`src/rtl/lsu_nibble.sv`:
```
// Load/store unit in front of a 2^ADDR_W x DATA_W data memory: one request at a time, single or two-nibble access.
// Optional macro LSU_STATS_EN adds saturating load/store request counters (ld_count, st_count).
module lsu_nibble #(
  parameter int ADDR_W = 8,
  parameter int DATA_W = 4
) (
  input  logic                  clk,
  input  logic                  rst_n,
  input  logic                  req_valid,
  output logic                  req_ready,
  input  logic                  req_we,
  input  logic                  req_pair,
  input  logic [ADDR_W-1:0]     req_addr,
  input  logic [2*DATA_W-1:0]   req_wdata,
  output logic                  rsp_valid,
  input  logic                  rsp_ready,
  output logic [2*DATA_W-1:0]   rsp_rdata,
  output logic                  mem_we,
  output logic [ADDR_W-1:0]     mem_addr,
  output logic [DATA_W-1:0]     mem_wdata,
  input  logic [DATA_W-1:0]     mem_rdata
`ifdef LSU_STATS_EN
  ,
  output logic [15:0]           ld_count,
  output logic [15:0]           st_count
`endif
);

  typedef enum logic [1:0] {S_IDLE, S_ACC0, S_ACC1, S_RESP} state_t;

  state_t                r_state;
  state_t                w_next;
  logic                  r_rdy;
  logic                  r_we;
  logic                  r_pair;
  logic [2*DATA_W-1:0]   r_wdata;
  logic [2*DATA_W-1:0]   r_rdata;
  logic [ADDR_W-1:0]     r_mem_addr;
  logic [DATA_W-1:0]     r_mem_wdata;
  logic                  w_accept;

  function automatic logic [15:0] sat_inc(input logic [15:0] v);
    return (v == 16'hFFFF) ? v : v + 16'd1;
  endfunction

  // r_rdy keeps req_ready low while reset is held and until the first edge after release.
  always_ff @(posedge clk or negedge rst_n) begin
    if (!rst_n) begin
      r_state <= S_IDLE;
      r_rdy   <= 1'b0;
    end else begin
      r_state <= w_next;
      r_rdy   <= 1'b1;
    end
  end

  always_comb begin
    w_next    = r_state;
    req_ready = 1'b0;
    rsp_valid = 1'b0;
    mem_we    = 1'b0;
    w_accept  = 1'b0;
    case (r_state)
      S_IDLE: begin
        req_ready = r_rdy;
        w_accept  = req_valid && r_rdy;
        if (w_accept) w_next = S_ACC0;
      end
      S_ACC0: begin
        mem_we = r_we;
        w_next = r_pair ? S_ACC1 : S_RESP;
      end
      S_ACC1: begin
        mem_we = r_we;
        w_next = S_RESP;
      end
      S_RESP: begin
        rsp_valid = 1'b1;
        if (rsp_ready) w_next = S_IDLE;
      end
      default: w_next = S_IDLE;
    endcase
  end

  // Memory address/data are registered so they hold their last value outside the access states.
  always_ff @(posedge clk or negedge rst_n) begin
    if (!rst_n) begin
      r_we        <= 1'b0;
      r_pair      <= 1'b0;
      r_wdata     <= '0;
      r_rdata     <= '0;
      r_mem_addr  <= '0;
      r_mem_wdata <= '0;
    end else begin
      case (r_state)
        S_IDLE: begin
          if (w_accept) begin
            r_we        <= req_we;
            r_pair      <= req_pair;
            r_wdata     <= req_wdata;
            r_rdata     <= '0;
            r_mem_addr  <= req_addr;
            r_mem_wdata <= req_wdata[DATA_W-1:0];
          end
        end
        S_ACC0: begin
          if (!r_we) r_rdata[DATA_W-1:0] <= mem_rdata;
          if (r_pair) begin
            r_mem_addr  <= r_mem_addr + ADDR_W'(1);
            r_mem_wdata <= r_wdata[2*DATA_W-1:DATA_W];
          end
        end
        S_ACC1: begin
          if (!r_we) r_rdata[2*DATA_W-1:DATA_W] <= mem_rdata;
        end
        default: ;
      endcase
    end
  end

  assign mem_addr  = r_mem_addr;
  assign mem_wdata = r_mem_wdata;
  assign rsp_rdata = r_rdata;

`ifdef LSU_STATS_EN
  logic [15:0] r_ld_count;
  logic [15:0] r_st_count;

  always_ff @(posedge clk or negedge rst_n) begin
    if (!rst_n) begin
      r_ld_count <= '0;
      r_st_count <= '0;
    end else if (w_accept) begin
      if (req_we) r_st_count <= sat_inc(r_st_count);
      else        r_ld_count <= sat_inc(r_ld_count);
    end
  end

  assign ld_count = r_ld_count;
  assign st_count = r_st_count;
`endif

endmodule
```
`config.mk`:
```
export PLATFORM = sky130hd
export DESIGN_NAME = lsu_nibble
export DESIGN_NICKNAME = d
export VERILOG_FILES = /design/src/rtl/lsu_nibble.sv
export SDC_FILE = /design/constraint.sdc
export NUM_CORES = 1
export LEC_CHECK = 0
export CORE_ASPECT_RATIO = 1.75
export CORE_MARGIN = 2
export CORE_UTILIZATION = 40
export CTS_CLUSTER_SIZE = 14
export DETAILED_ROUTE_END_ITERATION = 12
export PLACE_DENSITY = 0.73
export SYNTH_ARGS = -nofsm -noshare
export SYNTH_HDL_FRONTEND = slang
export SYNTH_SLANG_ARGS = --single-unit
export TNS_END_PERCENT = 100
```
`constraint.sdc`:
```
create_clock -name clk -period 2.2 [get_ports clk]
set_input_delay 0.44 -clock clk [delete_from_list [all_inputs] [get_ports clk]]
set_output_delay 0.44 -clock clk [all_outputs]
set_load 0.05 [all_outputs]
```
; After elaboration in Yosys (flattened, before gate mapping)
; Cells that the tools add are included.
[op_classes]
eq_ne = 9
mux = 18
add_sub_neg = 1
reduce_logical = 10
[op_table]
columns = cell, count
row1 = 2-to-1 mux 8 bit, 3
row2 = one-hot mux 4 bit (2 select lines), 3
row3 = one-hot mux 8 bit (2 select lines), 1
row4 = 2-to-1 mux 4 bit, 3
row5 = != test 2 bit (second input constant), 6
row6 = AND reduction 3 bit, 3
row7 = adder 8 x 1 -> 8 bit (second input constant), 1
row8 = one-hot mux 2 bit (4 select lines), 1
row9 = 2-to-1 mux 1 bit, 5
row10 = == test 2 bit (second input constant), 2
row11 = 2-to-1 mux 2 bit, 2
row12 = AND reduction 2 bit, 2
row13 = nonzero test 2 bit, 2
row14 = == test 2 x 1 -> 1 bit (second input constant), 1
row15 = zero test 2 bit, 1
row16 = OR reduction 2 bit, 1
row17 = logical AND 1 bit, 1
[word_totals]
inputBits = 26
reg_bits = 33

; Logic depth before layout (Yosys ltp)
; Gate-level depths: netlist of run 1.
[logic_depth]
word_depth = 4
depth_mapped = 8

; Least setup slack after synthesis of run 1
; Ideal clock, no wire load.
[synth_path]
path_kind = reg-to-reg
startpoint = register r_mem_addr[0] (netlist: mem_addr[0])
endpoint = register r_mem_addr[4] (netlist: mem_addr[4])
slack_ns = 0.504
t_required_ns = 2.077
setup_time_ns = 0.123
arrival_ns = 1.573
path_stages_with_launch = 6
cell_sequence = dfrtp_1 > ha_1 > and3_1 > nor4bb_1 > o21ai_0 > o221a_1
[synth_between]
elab_chain_len = 3
[synth_lines]
columns = element, line_no
row1 = from (decl), 38  ; logic [ADDR_W-1:0] r_mem_addr;
row2 = from (signal assigned), 102  ; r_mem_addr <= req_addr;
row3 = from (signal assigned), 109  ; r_mem_addr <= r_mem_addr + ADDR_W'(1);
row4 = adder 8 x 1 -> 8 bit, 109
row5 = 2-to-1 mux 8 bit, 108  ; if (r_pair) begin
row6 = one-hot mux 8 bit (2 select lines), 95  ; case (r_state)
; No other way between the ends. The select of a mux whose other input is x is not followed.
; A chain may end at the register's enable or synchronous reset.

; Worst setup path after layout of run 1
[layout_path]
startpoint = register r_mem_addr[4] (netlist: mem_addr[4])
endpoint = output port mem_addr[4]
[layout_lines]
columns = element, line_no
row1 = to (decl), 19  ; output logic [ADDR_W-1:0] mem_addr,
; No word-level cell between the ends.

==> results of run 1 <==
## what timing repair did
item | CTS | global route
hold buffers | 0 | 0
setup endpoints to repair | 0 | 1
gates resized for setup | 0 | 1
## layout by cell type (no fill, tap or decap), types with 2 or more instances in the layout
master	count
o221a_1	2
nor2_1	9
nand3_1	8
ha_1	6
clkbuf_8	7
a21oi_1	3
mux2_2	6
clkdlybuf4s50_1	45
nand2_1	14
and3_1	3
and2_1	2
dfrtp_1	29
mux2i_1	6
o21ai_1	2
o21ai_0	18
buf_4	3
nand2b_1	3
inv_1	8
o22ai_1	3
buf_12	2
## sequential cells by signal, indices dropped and copies added (netlist names)
signal	flops
mem_addr	8
rsp_rdata	8
mem_wdata	4
r_wdata	4
r_state	2
r_pair	1
r_rdy	1
r_we	1
## stage by stage
step,hold WS (ns),cells
detailed placement,0.486,237
global placement,0.468,237
floorplan,0.144,146
global route,0.521,245
CTS,0.500,245
finish,0.492,245
## layer usage
| layer | up-vias | GRT usage [%] | wire (µm) |
|---|---|---|---|
| met2 | 31 | 30.3 | 1880 |
| met1 | 608 | 17.9 | 1260 |
| met5 | - | 0 | 0 |
| met3 | 14 | 5.28 | 134 |
| met4 | 0 | 11.5 | 125 |
| li1 | 618 | - | - |
## power breakdown
part	switching (W)	total, W	internal (W)
Combinational	0.00144	0.00231	0.000865
Clock	0.000200	0.000482	0.000282
Sequential	0.000213	0.00101	0.000796
## cells by family (layout without fill, tap and decap cells)
kind of cell | Yosys count | in the layout | share of synthesized area, %
compound gates | 35 | 35 | 16.3
fa+ha+maj | 6 | 6 | 4.97
buf+inv | 13 | 66 | 4.81
flops | 29 | 29 | 48.1
mux | 12 | 12 | 8.46
other cells | 1 | 1 | 0.249
simple gates | 50 | 50 | 17.2
## final timing paths
check / from / to / cells after the start
setup reg to reg: r_state[0] / mem_addr[2] / 6
hold reg to reg: rsp_rdata[0] / rsp_rdata[0] / 2
hold / removal: rsp_rdata[0] / rsp_rdata[0] / 2
setup / recovery: mem_addr[4] / mem_addr[4] / 1
min in group asynchronous: rst_n / mem_addr[3] / 2
max in group asynchronous: rst_n / r_we / 2
## area by class of cell
type	count	area [µm²]	area share, %
sequential	29	726	33.9
timing repair buffer	50	513	24.0
tap	46	57.6	2.69
clock inverter	1	5.00	0.234
multi-input combinational	104	713	33.3
clock buffer	7	96.3	4.50
inverter	8	30.0	1.40
==> flow_summary_export.csv, run 1 <==
group,metric,value,unit
timing,worst_slew_pin_slew,0.501,ns
power_and_ir_drop,powerDensity,1770,mW/mm²
clocking,clkTransAtPathRegs,0.06,ns
timing,setup-violations-final,0,
logic_synthesis,synth_top_area_share,48.1,%
layout,fin_util,59.0,%
logic_synthesis,avgSynthCellArea,10.3,µm²
worst_setup_path,critical_path_class,"reg -> out",
worst_setup_path,critical_path.top_delay_family,"buffers and inverters",
clocking,tritoncts,"yes",
global_routing,grt-ovfl-total,0,
timing,finalCriticalPeriod,2.01,ns
logic_synthesis,synth_seq_area_share,48.1,%
place,pre_cts_ws,0.0937,ns
worst_setup_path,critical_path.endpoint_type,"output pin",
timing,hold_viol_final,0,
drt,drt_iter0_drc,20,
worst_setup_path,r2r_slack,0.28,ns
hold_path,hold_path_class,"reg -> reg",
drt,postRouteAntennaNets,0,
worst_setup_path,cpPeakStageDelay,0.84,ns
floorplan,start_util,41.6,%
logic_synthesis,async_reset_ff_share,100,%
drt,drc,0,
worst_setup_path,worst-path-buf-inv,1,
logic_synthesis,synth_ff_type,"dfrtp_1",
place,hpwl,2640,µm
layout,area.growth.synth_to_final,41.9,%
layout,nNetsFinal,230,
clocking,cts_buffer_depth,2,
floorplan,die_h,85.3,µm
timing,fin_crit_sh,91.2,%
layout,drive_gt1_share,13.1,%
drt,avgRoutedWirePerCell,13.9,µm
floorplan,die_w,50.4,µm
run_status,status,"finished, final reports clean",
worst_setup_path,start_kind,"register",
logic_synthesis,synth_area_leader_cell,"dfrtp_1",
floorplan,rows,29,
worst_setup_path,arrival,1.57,ns
logic_synthesis,synth.most_common_cell,"dfrtp_1",
logic_synthesis,synth_cells,146,
logic_synthesis,synth_edf_count,0,
clocking,cts_setup_buffers,0,
global_routing,antenna_found_initial,0,
global_routing,grt_pass1_wl,5670,µm
floorplan,core,0.00363,mm²
global_routing,first_global_vias,1264,
worst_setup_path,critPathSlowestCell,"clkdlybuf4s50_1",
power_and_ir_drop,irDropWorstVdd,0.000972,V
logic_synthesis,yosys_warnings,0,
clocking,numClockSinks,29,
power_and_ir_drop,finalPower,0.00380,W
power_and_ir_drop,p_leak,0.906,nW
timing,slew_headroom,66.5,%
timing,rsz0062_at_grt,"false",
worst_setup_path,worst-path-max-fanout,7,
timing,clock_skew,0.00924,ns
logic_synthesis,synth_common_cells,"dfrtp_1, o21ai_0, nand2_1",
place,gp_congestion,0.829,
place,io_buffers,48,
clocking,htreeDepth,2,
drt,wl,3400,µm
timing,tns,0,ns
logic_synthesis,synth_seq_cells,29,
layout,antenna_cells,0,
timing,max_freq,0.498,GHz
drt,avgViaCountPerCell,5.19,
place,placed_area,0.00204,mm²
timing,drv_slew,0,
global_routing,grt_max_degree,30,
clocking,clk_latency,0.29,ns
worst_setup_path,cp_cell_sequence,"clkdlybuf4s50_1",
logic_synthesis,syn_nets,178,
logic_synthesis,yosysUniqueCellTypes,37,
layout,fin_area,0.00214,mm²
logic_synthesis,netlist_area,0.00151,mm²
floorplan,io_pins,49,
clocking,cts_buffers,5,
drt,drt-pass1-iter-count,4,
logic_synthesis,synth.area.top_cells,"dfrtp_1, o21ai_0, ha_1",
worst_setup_path,cp.required,1.76,ns
layout,fillers,328,
timing,fin_ws,0.194,ns
floorplan,die-area,0.00430,mm²
clocking,clockRootBuffer,"clkbuf_8",
run,maxCapViolCount,0,
drt,vias,1271,
global_routing,grt_usage,17.6,%
No activity file was read; power rests on OpenSTA's default activity.
==> run 2, diff against run 1 <==
Settings changed: PLACE_DENSITY 0.73 to 0.76.
Clock period 2.2 ns to 1.8 ns, I/O delays scaled along.
==> run 2 against run 1 <==
Net effect: global-route usage increased by 1.3 points; die area did not move; final cell count rose by 4.1%; utilization up 0.93 points; critical path type unchanged; highest routed layer unchanged; clock power grew 11%; worst hold slack got worse by 0.038 ns; non-clock buffer count rose by 10; first-iteration DRC count is 25% lower; sequential power grew 23%; largest power group unchanged; largest cell class unchanged.
==> flow_summary_export.csv, run 2 (same netlist as run 1, synthesis figures left out) <==
group,metric,value,unit
global_routing,antenna_found_initial,0,
floorplan,die_h,85.3,µm
worst_setup_path,critical_path_class,"reg -> out",
global_routing,grt_max_degree,30,
timing,fin_crit_sh,97.5,%
clocking,htreeDepth,2,
floorplan,rows,29,
place,dp_cells,246,
power_and_ir_drop,pwr-share-comb,63.0,%
hold_path,hold_path_class,"in -> async",
drt,highest_layer,"met4",
power_and_ir_drop,power.switching,0.00236,W
layout,fillers,319,
drt,avgRoutedWirePerCell,14.2,µm
floorplan,die_w,50.4,µm
floorplan,core,0.00363,mm²
clocking,clkTransAtPathRegs,0.07,ns
timing,max_freq,0.570,GHz
layout,nNetsFinal,240,
power_and_ir_drop,p_seq_share,25.9,%
worst_setup_path,arrival,1.39,ns
drt,drt_iter0_drc,15,
timing,finalCriticalPeriod,1.75,ns
worst_setup_path,rr_worst_depth,7,
drt,met2WireLength,2040,µm
drt,postRouteAntennaNets,0,
global_routing,first_global_vias,1344,
drt,dr_wl_met3,193,µm
clocking,clockRootBuffer,"clkbuf_8",
drt,wl,3630,µm
global_routing,grt-ovfl-total,0,
layout,final_cell_mix,"buf_4, dfrtp_1, clkdlybuf4s50_1",
worst_setup_path,rr_startpoint,"r_state[0]",
power_and_ir_drop,finalPower,0.00479,W
power_and_ir_drop,sw_frac_of_total,49.2,%
worst_setup_path,crit_start,"r_state[0]",
drt,avgViaCountPerCell,5.08,
place,pre_cts_ws,-0.236,ns
clocking,cts_buffer_depth,2,
floorplan,io_pins,49,
layout,final_common_cell,"buf_4",
layout,drive_gt1_share,29.2,%
power_and_ir_drop,powerDensity,2200,mW/mm²
worst_setup_path,r2r_slack,0.14,ns
global_routing,grt_pass1_wl,6180,µm
global_routing,grt_usage,18.9,%
drt,drc,0,
timing,hold_viol_final,0,
place,gp_congestion,0.830,
floorplan,start_util,41.6,%
place,hpwl,2730,µm
timing,fin_ws,0.0458,ns
drt,wl_met1,1310,µm
run,maxCapViolCount,0,
timing,drv_slew,0,
timing,rsz0062_at_grt,"false",
worst_setup_path,endpoint,"mem_we",
power_and_ir_drop,p_int,0.00243,W
floorplan,die-area,0.00430,mm²
clocking,clk_latency,0.30,ns
drt,drt-pass1-iter-count,4,
clocking,numClockSinks,29,
worst_setup_path,cp.required,1.44,ns
layout,fin_cells,255,
timing,clock_skew,0.0127,ns
layout,antenna_cells,0,
drt,vias,1296,
clocking,tritoncts,"yes",
timing,setup-violations-final,0,
place,io_buffers,48,
worst_setup_path,critical_path.endpoint_type,"output pin",
clocking,cts_buffers,5,
run_status,status,"finished, final reports clean",
timing,tns,0,ns
power_and_ir_drop,irDropWorstVdd,0.00149,V
layout,area.growth.synth_to_final,44.1,%
power_and_ir_drop,clkPwrFrac,11.2,%
worst_setup_path,worst-path-max-fanout,3,
worst_setup_path,start_kind,"register",
power_and_ir_drop,p_leak,0.977,nW
worst_setup_path,r2r_end,"rsp_rdata[0]",
## run 2: how the worst min path moves through the flow
stage / slack (ns) / endpoint / cells after the start / from
final: 0.45 / rsp_rdata[2] / 2 / rst_n
after global routing: 0.50 / mem_addr[7] / 2 / rst_n
after detailed placement: 0.47 / mem_wdata[1] / 2 / mem_wdata[1]
after global placement: 0.47 / mem_wdata[0] / 2 / mem_wdata[0]
after CTS: 0.48 / mem_wdata[3] / 2 / rst_n
after floorplan: 0.06 / mem_addr[0] / 0 / rst_n
## run 2: timing repair
action,4_1_cts,5_1_grt
buffers inserted,1,0
endpoints found under the setup margin,6,6
resized for setup,3,3
hold buffers,0,0
## run 2: power groups by stage
stage          clock (W)  sequential [W]  combinational [W]
2_1_floorplan          0         0.00193            0.00132
4_1_cts         0.000543         0.00124            0.00299
5_1_grt         0.000576         0.00129            0.00325
6_report        0.000535         0.00124            0.00301
3_5_place_dp           0         0.00126            0.00294
3_3_place_gp           0         0.00123            0.00287
## run 2: per-stage QoR
step | hold slack, ns | utilization, % | area, µm²
finish | 0.453 | 59.9 | 2170
global route | 0.501 | 59.9 | 2170
CTS | 0.475 | 59.7 | 2170
detailed placement | 0.470 | 57.0 | 2070
global placement | 0.467 | 57.0 | 2070
floorplan | 0.0644 | - | 1510
## run 2: layout make-up
| class | instances | area [µm²] | share of cell area, % |
|---|---|---|---|
| sequential | 29 | 726 | 33.4 |
| multi-input combinational | 104 | 724 | 33.3 |
| timing repair buffer | 60 | 551 | 25.3 |
| clock buffer | 5 | 68.8 | 3.16 |
| tap | 46 | 57.6 | 2.65 |
| inverter | 8 | 30.0 | 1.38 |
| clock inverter | 3 | 17.5 | 0.806 |
## run 2: per-layer routing
| layer | up-vias | global-route usage (%) |
|---|---|---|
| met5 | - | 0 |
| met2 | 36 | 33.9 |
| li1 | 641 | - |
| met1 | 611 | 19.8 |
| met4 | 0 | 8.35 |
| met3 | 8 | 5.81 |
## run 2: critical path: stages (launching register included)
cell     delay (ns)
dfrtp_1        0.41
inv_1          0.09
ha_2           0.27
and2_1         0.19
buf_12         0.15
==> run 3, diff against run 2 <==
Settings changed: CAP_MARGIN set to 20.
==> results of run 3 <==
No change in the layout: final DEF, timing and power equal those of run 2.
==> variant 1, RTL diff (config.mk and constraints of run 3) <==
The option `LSU_STATS_EN` is turned on by a define.
--- a/src/rtl/lsu_nibble.sv
+++ b/src/rtl/lsu_nibble.sv
@@ -1,5 +1,7 @@
 // Load/store unit in front of a 2^ADDR_W x DATA_W data memory: one request at a time, single or two-nibble access.
 // Optional macro LSU_STATS_EN adds saturating load/store request counters (ld_count, st_count).
+`define LSU_STATS_EN
+
 module lsu_nibble #(
   parameter int ADDR_W = 8,
   parameter int DATA_W = 4
Formal check against the unedited RTL (old outputs only; new: ld_count and st_count): equivalent (Yosys induction, for registers that start in step).
==> variant 1 against run 3 <==
Design area rose by 110%. Combinational power increased by 19%. Setup slack got worse by 0.037 ns. Die area rose by 92%. Wire length grew 100%. Area after synthesis grew 99%. Synthesized cell count grew 99%. Power rose by 50%. Register-to-register slack lost 0.13 ns. Sequential cell count rose by 32. Sequential power increased by 66%. Largest cell class unchanged. Largest power group unchanged. Highest routed layer unchanged.
==> variant 1: results (changes against run 3) <==
outcome completed (unchanged); Pre-Repair DR Iteration Count 4 (unchanged); port buffer count 80 (was 48); placed cell areas 4140 um2 (was 2070 um2); vias in the first global route 2,660 (was 1,344); Adder-Cell Fraction of Synth Area 0.0333 (was 0.0498); fin nets 443 (was 240); Synth Instances 291 (was 146); layout cells sized above 1 0.401 (was 0.292); largest net degree at the start of global routing 62 (was 30); H-tree depth 3 (was 2); switch share 0.425 (was 0.492); Reg2Reg Depth 6 (was 7); Clock Skew 0.00861 ns (was 0.0127 ns); clk slew on worst S/H paths 0.05 ns (was 0.07 ns); total CTS buffers 9 (was 5); antenna cell count 0 (unchanged); reg-to-reg endpoint st_count[15] (was rsp_rdata[0]); Synth Area in XOR/XNOR 0.0875 (was 0); Min-Delay Path Class in -> async (unchanged); Synth top cells by count dfrtp_1, nand2_1, xor2_1 (was dfrtp_1, o21ai_0, nand2_1); Filler cells 613 (was 319); post-synthesis sequential area ratio 0.508 (was 0.481); ys async rst share 1.00 (unchanged); setup TNS 0 ns (unchanged); GRT Util Overall 0.188 (was 0.189); CTS Buffer Depth 2 (unchanged); Via density 5.25 (was 5.08); Placed Cells 481 (was 246); ranking of synthesized cells by area dfrtp_1, xor2_1, nand3_1, nand2_1, ha_1 (was dfrtp_1, o21ai_0, ha_1, mux2_2, mux2i_1); Non-Filler Instances 500 (was 255); first-pass GRT wire length 12,400 um (was 6180 um); Syn Nets 325 (was 178); top fanout value on the critical path 5 (was 3); Worst Path Required 2.05 ns (was 1.44 ns); maximum vdd ir drop 0.000890 V (was 0.00149 V); clk_lat worst skew 0.34 ns (was 0.30 ns); P_leak 2.08 nW (was 0.977 nW); YS warnings 0 (unchanged); antenna violations before repair 0 (unchanged); RR Startpoint r_state[0] (unchanged); Synth cell types 41 (was 37); First DRT Iteration DRCs 120 (was 15); Synth Area in Compound Gates 0.0833 (was 0.163); Routed WL 7400 um (was 3630 um); clk root buf clkbuf_16 (was clkbuf_8); R2R Setup Slk 0.009 ns (was 0.14 ns); share of synthesized area spent on multiplexers 0.0463 (was 0.0846); Placer Congestion 0.845 (was 0.830); post-DP HPWL 5410 um (was 2730 um)
## variant 1: logic make-up (layout without fill, tap and decap cells)
| kind of cell | Yosys count | count (layout) |
|---|---|---|
| buf+inv | 20 | 143 |
| xor+xnor | 30 | 30 |
| compound gates | 42 | 42 |
| simple gates | 116 | 116 |
| fa+ha+maj | 8 | 8 |
| other cells | 1 | 1 |
| flops | 61 | 61 |
| mux | 13 | 13 |
## variant 1: through the flow
stage	worst slack, ns	hold WS, ns	power (mW)
detailed placement	-0.338	0.400	5.53
finish	0.00924	0.00832	7.17
global placement	-0.260	0.392	5.42
floorplan	-0.0442	0.0644	4.29
CTS	0.00477	0.0444	7.11
global route	-0.0701	0.0626	7.59
## variant 1: timing repair
action                                  CTS  global route
endpoints found under the setup margin    4            29
hold endpoints to repair                  0             0
gates resized for setup                   0            11
pin swaps                                 2             3
setup buffers                             1             2
## variant 1: layer usage
layer | share of wire | track usage | vias to the layer above
li1 | - | - | 1277
met1 | 0.39 | 0.213 | 1262
met2 | 0.55 | 0.321 | 73
met3 | 0.039 | 0.0341 | 15
met4 | 0.028 | 0.118 | 0
met5 | 0 | 0 | -
## variant 1: worst max-delay path by stage
stage | startpoint | end | slack [ns] | cells after the start
4_1_cts | r_state[0] | st_count[15] | 0.005 | 6
3_5_place_dp | req_valid | r_state[0] | -0.34 | 7
3_3_place_gp | req_valid | st_count[13] | -0.26 | 5
5_1_grt | r_state[0] | st_count[15] | -0.07 | 6
6_report | r_state[0] | st_count[15] | 0.009 | 6
2_1_floorplan | r_state[0] | st_count[13] | -0.04 | 7
## variant 1: power by group through the flow
| stage | combinational [mW] | sequential (mW) | clock (mW) |
|---|---|---|---|
| after floorplan | 1.35 | 2.94 | 0 |
| after global placement | 3.36 | 2.06 | 0 |
| after detailed placement | 3.44 | 2.09 | 0 |
| after CTS | 3.48 | 2.06 | 1.57 |
| after global routing | 3.84 | 2.12 | 1.63 |
| final | 3.57 | 2.06 | 1.54 |
## variant 1: final cells by class
cell class	count	area, um2	share of cell area
sequential	61	1570	0.350
tap	86	108	0.0240
timing repair buffer	113	960	0.214
clock inverter	2	10.0	0.00223
multi-input combinational	210	1530	0.342
inverter	14	52.6	0.0117
clock buffer	14	254	0.0567
## variant 1: critical path, stage by stage, from the launching register on
cell,delay (ns)
dfrtp_1,0.39
inv_2,0.09
ha_4,0.18
nand4_4,0.10
or4_4,0.61
nor4_4,0.17
xor2_1,0.17
==> variant 2, RTL diff (flow settings as in run 3) <==
Made on the original files. The 4 states of `state_t` get a Gray code encoding in 2 bits.
--- a/src/rtl/lsu_nibble.sv
+++ b/src/rtl/lsu_nibble.sv
@@ -26,7 +26,7 @@
 `endif
 );
 
-  typedef enum logic [1:0] {S_IDLE, S_ACC0, S_ACC1, S_RESP} state_t;
+  typedef enum logic [1:0] {S_IDLE = 2'b00, S_ACC0 = 2'b01, S_ACC1 = 2'b11, S_RESP = 2'b10} state_t;
 
   state_t                r_state;
   state_t                w_next;
Behaviour: no difference found for any inputs over 10 cycles, from zero or initial values and one cycle with rst_n low; not proved beyond that.
==> variant 2 against run 3 <==
Clock skew fell by 0.010 ns. Area after synthesis down 7.8%. Setup slack better by 0.12 ns. Via count is 5.3% lower. Wire length shrank 9.6%. Combinational power shrank 28%. Count of clock-buffer cells in the layout did not move. Sequential cell count is the same. Die area is 7.3% lower. Design area shrank 6.9%. Sequential share of layout area is 2.5 points higher. Global-route usage fell by 0.15 points. Power is 12% lower. Critical path type unchanged. Critical endpoint is now req_ready. Largest cell class unchanged. Largest power group unchanged.
==> variant 2: results (changes against run 3) <==
ranking of synthesized cells by area dfrtp_1, nand2_1, mux2_2, a21oi_1, nand3_1 (was dfrtp_1, o21ai_0, ha_1, mux2_2, mux2i_1); placed cell areas 1890 um2 (was 2070 um2); post-DP HPWL 2540 um (was 2730 um); Placed Cells 228 (was 246); Comb group 2.18 mW (was 3.01 mW); Placer Congestion 0.838 (was 0.830); Filler cells 305 (was 319); outcome completed (unchanged); Non-Filler Instances 236 (was 255); syn_area_per_cell 10.2 um2 (was 10.3 um2); met3 usage 0.0545 (was 0.0581); P_leak 0.896 nW (was 0.977 nW); Tot Pwr 4.22 mW (was 4.79 mW); worst slack, placed -0.0240 ns (was -0.236 ns); clk_lat worst skew 0.28 ns (was 0.30 ns); vias in the first global route 1,234 (was 1,344); Sw Pwr 1.93 mW (was 2.36 mW); Reg2Reg Depth 5 (was 7); R2R Setup Slk 0.28 ns (was 0.14 ns); Synth cell types 31 (was 37); top fanout value on the critical path 10 (was 3); First DRT Iteration DRCs 24 (was 15); fin nets 217 (was 240); Syn Nets 164 (was 178); sequential share of power 0.294 (was 0.259); met1 usage in global routing 0.192 (was 0.198); Min Hold Slack 0.458 ns (was 0.453 ns); Avg WL per Cell 13.9 um (was 14.2 um); grt met2 use 0.349 (was 0.339); maximum vdd ir drop 0.00151 V (was 0.00149 V); Clock Skew 0.00266 ns (was 0.0127 ns); layout cells sized above 1 0.257 (was 0.292)
## variant 2: cell count changes after synthesis, moves of 2 or more
cell / change
o21ai_0: -13
mux2i_1: -5
a21oi_1: +10
o21bai_1: +2
ha_1: -5
buf_4: +3
o221a_1: -2
inv_1: -7
nand2_1: +12
a22o_1: +4
o21ai_1: -2
a31oi_1: +5
and3_1: -3
## variant 2: how the worst max path moves through the flow
stage	startpoint	end	slack, ns	cells past startpoint
2_1_floorplan	r_state[1]	rsp_valid	0.24	3
3_3_place_gp	req_valid	r_wdata[4]	0.02	4
3_5_place_dp	req_valid	r_wdata[5]	-0.02	4
4_1_cts	r_state[1]	rsp_valid	0.02	3
5_1_grt	r_state[0]	req_ready	0.1	2
6_report	r_state[0]	req_ready	0.17	2
## variant 2: cell type report
| class | instances | area (um2) | share of cell area |
|---|---|---|---|
| clock buffer | 5 | 68.8 | 0.0340 |
| clock inverter | 3 | 65.1 | 0.0321 |
| inverter | 1 | 3.75 | 0.00185 |
| multi-input combinational | 100 | 606 | 0.299 |
| sequential | 29 | 727 | 0.359 |
| tap | 45 | 56.3 | 0.0278 |
| timing repair buffer | 53 | 498 | 0.246 |
## variant 2: logic make-up (layout without fill, tap and decap cells)
logic type / Yosys count / after routing / synth area share
other cells: 1 / 1 / 0.00270
buf+inv: 8 / 62 / 0.0468
flops: 29 / 29 / 0.522
compound gates: 36 / 36 / 0.167
fa+ha+maj: 1 / 1 / 0.00899
mux: 7 / 7 / 0.0558
simple gates: 55 / 55 / 0.197
## variant 2: worst max-delay path: stages, from the launching register on
cell and delay, ns:
dfrtp_1 0.51, nor3b_2 0.31, buf_12 0.17
## variant 2: what timing repair did
action,CTS,global route
endpoints found under the setup margin,0,1
hold buffers,0,0
buffers inserted,0,0
gates resized for setup,0,1
